===== config.mk =====
export PLATFORM = sky130hd
export DESIGN_NAME = os_collector
export DESIGN_NICKNAME = d
export VERILOG_FILES = /design/src/rtl/os_collector_pkg.sv /design/src/rtl/os_validator.sv /design/src/rtl/os_collector.sv
export SDC_FILE = /design/constraint.sdc
export NUM_CORES = 2
export LEC_CHECK = 0
export ABC_AREA = 1
export BUFFER_PORTS_ARGS = -buffer_cell sky130_fd_sc_hd__buf_2
export CORE_MARGIN = 2
export CORE_UTILIZATION = 40
export DETAILED_ROUTE_END_ITERATION = 10
export MAX_ROUTING_LAYER = met4
export SYNTH_ARGS = -nofsm -noshare
export SYNTH_HDL_FRONTEND = slang
export SYNTH_SLANG_ARGS = --single-unit

===== constraint.sdc =====
create_clock -name clk -period 14 [get_ports clk]
set_input_delay 0.7 -clock clk [delete_from_list [all_inputs] [get_ports clk]]
set_output_delay 0.7 -clock clk [all_outputs]
set_load 0.1 [all_outputs]

===== src/rtl/os_collector_pkg.sv =====
// Shared definitions for the per-lane ordered-set collector.
// Holds the PIPE symbol constants, the ordered-set type encoding, the
// collector FSM state encoding and a helper that checks a run of identifier
// symbols against one value.
package os_collector_pkg;

    localparam logic [7:0] COM    = 8'hBC;
    localparam logic [7:0] SKP    = 8'h1C;
    localparam logic [7:0] TS1_ID = 8'h4A;
    localparam logic [7:0] TS2_ID = 8'h45;

    typedef enum logic [1:0] {
        OS_NONE = 2'b00,
        OS_TS1  = 2'b01,
        OS_TS2  = 2'b10
    } osType_t;

    typedef enum logic {
        HUNT    = 1'b0,
        COLLECT = 1'b1
    } colState_t;

    // True when all ten identifier symbols (set symbols 6..15) equal id.
    function automatic logic allIdEqual(input logic [79:0] ids, input logic [7:0] id);
        logic same;
        same = 1'b1;
        for (int i = 0; i < 10; i++) begin
            if (ids[8*i +: 8] != id) begin
                same = 1'b0;
            end else begin
                same = same;
            end
        end
        return same;
    endfunction

endpackage


===== src/rtl/os_validator.sv =====
// Combinational classifier for one gathered 16-symbol ordered set.
// Ports:
//   gatheredSet : 128-bit set, symbol n in [8n+7:8n]
//   setType     : OS_TS1 / OS_TS2 when symbols 6..15 are all the TS1 / TS2
//                 identifier, OS_NONE when the set is malformed
module os_validator
    import os_collector_pkg::*;
(
    input  logic [127:0] gatheredSet,
    output osType_t      setType
);

    // COM, link/lane numbers, FTS count, rate and training control do not
    // take part in the TS1/TS2 decision.
    logic [47:0] unusedHeader;
    assign unusedHeader = gatheredSet[47:0];

    // Classify on the identifier field only.
    always_comb begin
        setType = OS_NONE;
        if (allIdEqual(gatheredSet[127:48], TS1_ID)) begin
            setType = OS_TS1;
        end else if (allIdEqual(gatheredSet[127:48], TS2_ID)) begin
            setType = OS_TS2;
        end else begin
            setType = OS_NONE;
        end
    end

endmodule


===== src/rtl/os_collector.sv =====
// Per-lane TS1/TS2 ordered-set collector for a 4-symbol-per-clock PIPE lane.
// Ports:
//   clk, reset        : clock, asynchronous active-high reset
//   rxData, rxDataK   : four symbols per clock (s=0 earliest) and K flags
//   rxValid           : symbols valid this cycle
//   rxElectricalIdle  : lane in electrical idle
//   orderedSet        : last accepted TS (symbol n in [8n+7:8n])
//   validOrderedSet   : one-cycle pulse when orderedSet updates
//   osType            : 01 TS1, 10 TS2, 00 nothing accepted since reset
//   skpDetected       : one-cycle pulse on COM followed by SKP
//   errCount          : saturating count of malformed ordered sets
// LANE_ID only tags this slice of the LTSSM ordered-set bus.
module os_collector
    import os_collector_pkg::*;
#(
    parameter int LANE_ID = 0
) (
    input  logic         clk,
    input  logic         reset,
    input  logic [31:0]  rxData,
    input  logic [3:0]   rxDataK,
    input  logic         rxValid,
    input  logic         rxElectricalIdle,
    output logic [127:0] orderedSet,
    output logic         validOrderedSet,
    output logic [1:0]   osType,
    output logic         skpDetected,
    output logic [7:0]   errCount
);

    logic [7:0] unusedLane;
    assign unusedLane = 8'(LANE_ID);

    colState_t    state, nextState;
    logic [3:0]   idx, nextIdx;
    logic [127:0] gather, nextGather;
    logic [127:0] completeSet;
    logic         completeSeen;
    logic [2:0]   kErrors;
    logic         skpSeen;
    logic [7:0]   sym;
    logic         isK;
    osType_t      setType;
    logic         setGood;
    logic         setBad;
    logic [8:0]   errSum;

    os_validator uValidator (
        .gatheredSet (completeSet),
        .setType     (setType)
    );

    // Walk the four symbols of the word in order; each symbol sees the
    // state left by the one before it. A set can complete and the next one
    // start inside the same word; 16-symbol sets allow at most one
    // completion per word, so one snapshot register is enough.
    always_comb begin
        nextState    = state;
        nextIdx      = idx;
        nextGather   = gather;
        completeSet  = 128'd0;
        completeSeen = 1'b0;
        kErrors      = 3'd0;
        skpSeen      = 1'b0;
        sym          = 8'd0;
        isK          = 1'b0;
        if (rxValid && !rxElectricalIdle) begin
            for (int s = 0; s < 4; s++) begin
                sym = rxData[8*s +: 8];
                isK = rxDataK[s];
                case (nextState)
                    HUNT: begin
                        if (isK && (sym == COM)) begin
                            nextGather[7:0] = COM;
                            nextIdx         = 4'd1;
                            nextState       = COLLECT;
                        end else begin
                            nextState = HUNT;
                        end
                    end
                    COLLECT: begin
                        if (!isK) begin
                            nextGather[{nextIdx, 3'b000} +: 8] = sym;
                            if (nextIdx == 4'd15) begin
                                completeSet  = nextGather;
                                completeSeen = 1'b1;
                                nextIdx      = 4'd0;
                                nextState    = HUNT;
                            end else begin
                                nextIdx = nextIdx + 4'd1;
                            end
                        end else if (sym == COM) begin
                            kErrors         = kErrors + 3'd1;
                            nextGather[7:0] = COM;
                            nextIdx         = 4'd1;
                        end else if ((sym == SKP) && (nextIdx == 4'd1)) begin
                            skpSeen   = 1'b1;
                            nextIdx   = 4'd0;
                            nextState = HUNT;
                        end else begin
                            kErrors   = kErrors + 3'd1;
                            nextIdx   = 4'd0;
                            nextState = HUNT;
                        end
                    end
                    default: begin
                        nextIdx   = 4'd0;
                        nextState = HUNT;
                    end
                endcase
            end
        end else begin
            // Lost symbol lock: drop any partial set silently.
            nextIdx   = 4'd0;
            nextState = HUNT;
        end
    end

    // Acceptance decision and saturating error total for this word.
    always_comb begin
        setGood = completeSeen && (setType != OS_NONE);
        setBad  = completeSeen && (setType == OS_NONE);
        errSum  = {1'b0, errCount} + {6'd0, kErrors} + {8'd0, setBad};
    end

    // State, gather buffer and registered outputs.
    always_ff @(posedge clk or posedge reset) begin
        if (reset) begin
            state           <= HUNT;
            idx             <= 4'd0;
            gather          <= 128'd0;
            orderedSet      <= 128'd0;
            osType          <= 2'b00;
            validOrderedSet <= 1'b0;
            skpDetected     <= 1'b0;
            errCount        <= 8'd0;
        end else begin
            state           <= nextState;
            idx             <= nextIdx;
            gather          <= nextGather;
            validOrderedSet <= setGood;
            skpDetected     <= skpSeen;
            errCount        <= errSum[8] ? 8'd255 : errSum[7:0];
            if (setGood) begin
                orderedSet <= completeSet;
                osType     <= setType;
            end
        end
    end

endmodule


==> out/metrics.csv <==
stage;metric;value;unit
grt;largest net degree at the start of global routing;127;
timing;slew margin rel.;8.271;%
worst_setup_path;Worst EP arrival;11.15;ns
finish;Final Instance Count excl. Fillers;5957;
clock_network;clock buffer depth;3;
drt;DR iter-0 viols;5163;
worst_setup_path;Data required, critical path;14.50;ns
worst_setup_path;r2r worst-path depth;44;
finish;Net count, final;5048;
timing;RSZ-0062 raised after global routing;false;
power;Clock power frac;42.1;%
clock_network;Post-CTS Setup Bufs;0;
outcome;outcome;complete, no violations;
drt;routed via count;35995;
power;Pwr Density;80.96;mW/mm²
power;Reg power frac;34.8;%
synthesis;Yosys top cell area share;23.93;%
power;Comb pwr share;23.1;%
power;sw power;0.8594;mW
grt;vias in the first global route;32263;
synthesis;sequential cell area fraction in the yosys report;23.93;%
placed_design;DPL Wire Length;101.1;mm
synthesis;synth cell count leaders;nand2_1 (1726), o21ai_0 (745), nand3_1 (504);
finish;fillcell total;7734;
power;Leakage;15.26;nW
worst_setup_path;CP Capture Type;flip-flop;
drt;drt total wl;142.8;mm
timing;Fin Setup TNS;0;ns
synthesis;most common cell in the netlist;nand2_1;
worst_setup_path;Worst Path Max Fanout;70;
finish;area grow syn2layout;9.447;%
grt;first-pass GRT wire length;210.1;mm
synthesis;Post-synth ARST share;100.0;%
floorplan;core area;0.07039;mm²
timing;Slew Viols, Final;0;
run;MaxCap Viol Count;0;
worst_setup_path;Max stage delay cell, worst path;ha_1;
timing;slew at the pin closest to its max-slew limit;1.370;ns
worst_setup_path;worst r2r dst;errCount[2];
clock_network;Post-CTS Resized;0;
finish;share of post-route cells with drive strength above 1;8.761;%
worst_setup_path;crit path buf inv count;9;
synthesis;post-synth top area cell;dfrtp_1;
finish;Layout Utilization;44.38;%
worst_hold_path;worst hold path class;input port to asynchronous set/reset pin;
worst_setup_path;Worst path max stage delay;0.73;ns
timing;Final setup violation count;0;
grt;antenna violations before repair;7;
synthesis;Avg Cell Area, Syn;5.706;µm²
floorplan;Site Rows;97;
timing;WHS;0.2041;ns
floorplan;starting density of the core;40.55;%
clock_network;H-tree depth;2;
grt;grt total ovfl;0;
synthesis;Syn Nets;5068;
synthesis;Distinct cells, synth;58;
worst_setup_path;reg-to-reg setup timing slack;3.36;ns
placed_design;placed cells;5882;
floorplan;die height;271.1;µm
floorplan;DIE AREA;0.07351;mm²
placed_design;final RePlAce weighted congestion;1.088;
drt;Residual DRC;0;
clock_network;CTS sink count;273;
clock_network;TritonCTS Buffers;38;
timing;Peak Freq;0.09395;GHz
synthesis;number of enable flip-flop cells after synthesis;0;
timing;Hold Vio Cnt, Final;0;
power;Max IR drop VDD;0.00008690;V
grt;GRT Total Usage;38.75;%
clock_network;CTS tree;built;
clock_network;hold_buf cts;0;
timing;Tcrit/Tclk final;76.03;%
drt;routed vias/inst;6.042;
power;sw frac;33.98;%
worst_setup_path;Critical R2R Launch;idx[1];
synthesis;Synth area leaders;dfrtp_1 (24%), nand2_1 (23%), o21ai_0 (13%);
clock_network;root buffer cell;clkbuf_16;
placed_design;Port Buf Inserts;179;
worst_setup_path;CP top delay family;simple AND/OR/NAND/NOR gates;
worst_setup_path;Worst Path Class, Setup;flip-flop to flip-flop;
worst_setup_path;Startpoint Class;flip-flop;
drt;TritonRoute pass-1 iters;6;
floorplan;width of the chip;271.1;µm
synthesis;Syn Std Cell Area;0.02854;mm²
synthesis;Synth Warn #;0;
clock_network;clock insertion delay at the later pin of the skew report;0.60;ns
worst_setup_path;Crit path top cell by count;nand2_1;
timing;Layout Skew;0.02618;ns
synthesis;Seq cells post-synth;273;
power;Internal Dissipation;1.670;mW
synthesis;Gate Count Post-Synth;5002;
drt;WL per Instance;23.98;µm
synthesis;most frequently used flop master after synthesis;dfrtp_1;
clock_network;Reg clk slew, reported paths;0.06;ns
floorplan;Top Ports;180;
timing;crit path time final;10.64;ns
drt;post-route ant nets;0;
[sequential cells by signal, summed over array words and instances, names as in the netlist]
signal           cells
gather             128
idx                  4
orderedSet         128
validOrderedSet      1
osType               2
state                1
errCount             8
skpDetected          1
[layout make-up]
class | instances | area [µm²] | share of cell area [%]
sequential | 273 | 6832 | 21.87
antenna | 6 | 15.01 | 0.04806
clock buffer | 47 | 1035 | 3.312
multi-input combinational | 3936 | 18660 | 59.72
tap | 940 | 1176 | 3.765
inverter | 494 | 1873 | 5.996
timing repair buffer | 239 | 1359 | 4.350
clock inverter | 22 | 295.3 | 0.9452
[worst reg2reg max path, delay by kind of cell, from the launching register on]
kind                     cells  cell delay, ns
adder cells (fa/ha/maj)      6            2.44
buffers and inverters        9            2.56
AO/OA/AOI/OAI                1            0.13
flip-flops                   1            0.59
AND/OR/NAND/NOR             28            4.83
[how the worst max path moves through the flow]
stage	from	endpoint	slack, ns	cells after the start
floorplan	reset	errCount[0]	5.78	1
global placement	rxData[3]	errCount[6]	3.63	43
detailed placement	rxData[3]	errCount[6]	3.33	43
CTS	idx[1]	errCount[2]	3.68	44
global route	idx[1]	errCount[2]	2.39	44
finish	idx[1]	errCount[2]	3.36	44
[power by group through the flow]
stage,registers (mW),clock network (mW),logic [mW]
finish,0.881,1.06,0.584
floorplan,0.890,0,0.438
detailed placement,0.893,0,0.566
global placement,0.894,0,0.560
CTS,0.880,1.08,0.569
global route,0.889,1.10,0.665
[cell families (layout without fill, tap and decap cells)]
| logic type | count (synthesis) | in the layout | synth area share, % |
|---|---|---|---|
| multiplexers | 45 | 45 | 1.582 |
| XOR/XNOR | 4 | 4 | 0.1228 |
| buffers and inverters | 793 | 802 | 10.91 |
| adder cells (fa/ha/maj) | 26 | 26 | 1.192 |
| AND/OR/NAND/NOR | 2727 | 2727 | 39.71 |
| flip-flops | 273 | 273 | 23.93 |
| other | 0 | 6 | 0 |
| AO/OA/AOI/OAI | 1134 | 1134 | 22.55 |
[per-layer routing]
layer	GRT usage (%)	wire length, µm	vias up
met1	50.78	56860	16470
li1	-	-	16485
met3	9.845	18990	551
met5	-	0	-
met4	18.81	8246	0
met2	55.36	58760	2489
[through the flow]
step | instance area [µm²] | setup slack (ns) | total power, mW
4_1_cts | 31220 | 3.684 | 2.526
6_report | 31240 | 3.356 | 2.529
3_5_place_dp | 29890 | 3.333 | 1.459
2_1_floorplan | 28540 | 5.776 | 1.328
3_3_place_gp | 29890 | 3.627 | 1.454
5_1_grt | 31240 | 2.388 | 2.659
[cell usage in the layout, fill, tap and decap left out, types with 21 or more instances in the layout]
cell       instances
nand2_1         1726
nand4_1           25
o221ai_1          34
or2_2             60
o21ai_0          745
ha_1              24
o22ai_1           53
nor2_1           317
a21oi_1           75
nor3_1            26
buf_2            179
o211ai_1         106
mux2i_1           44
clkbuf_16         38
dfrtp_1          273
inv_1            459
inv_2             21
nand3_1          504
buf_4             59
Power figures use the tool's default switching activity.
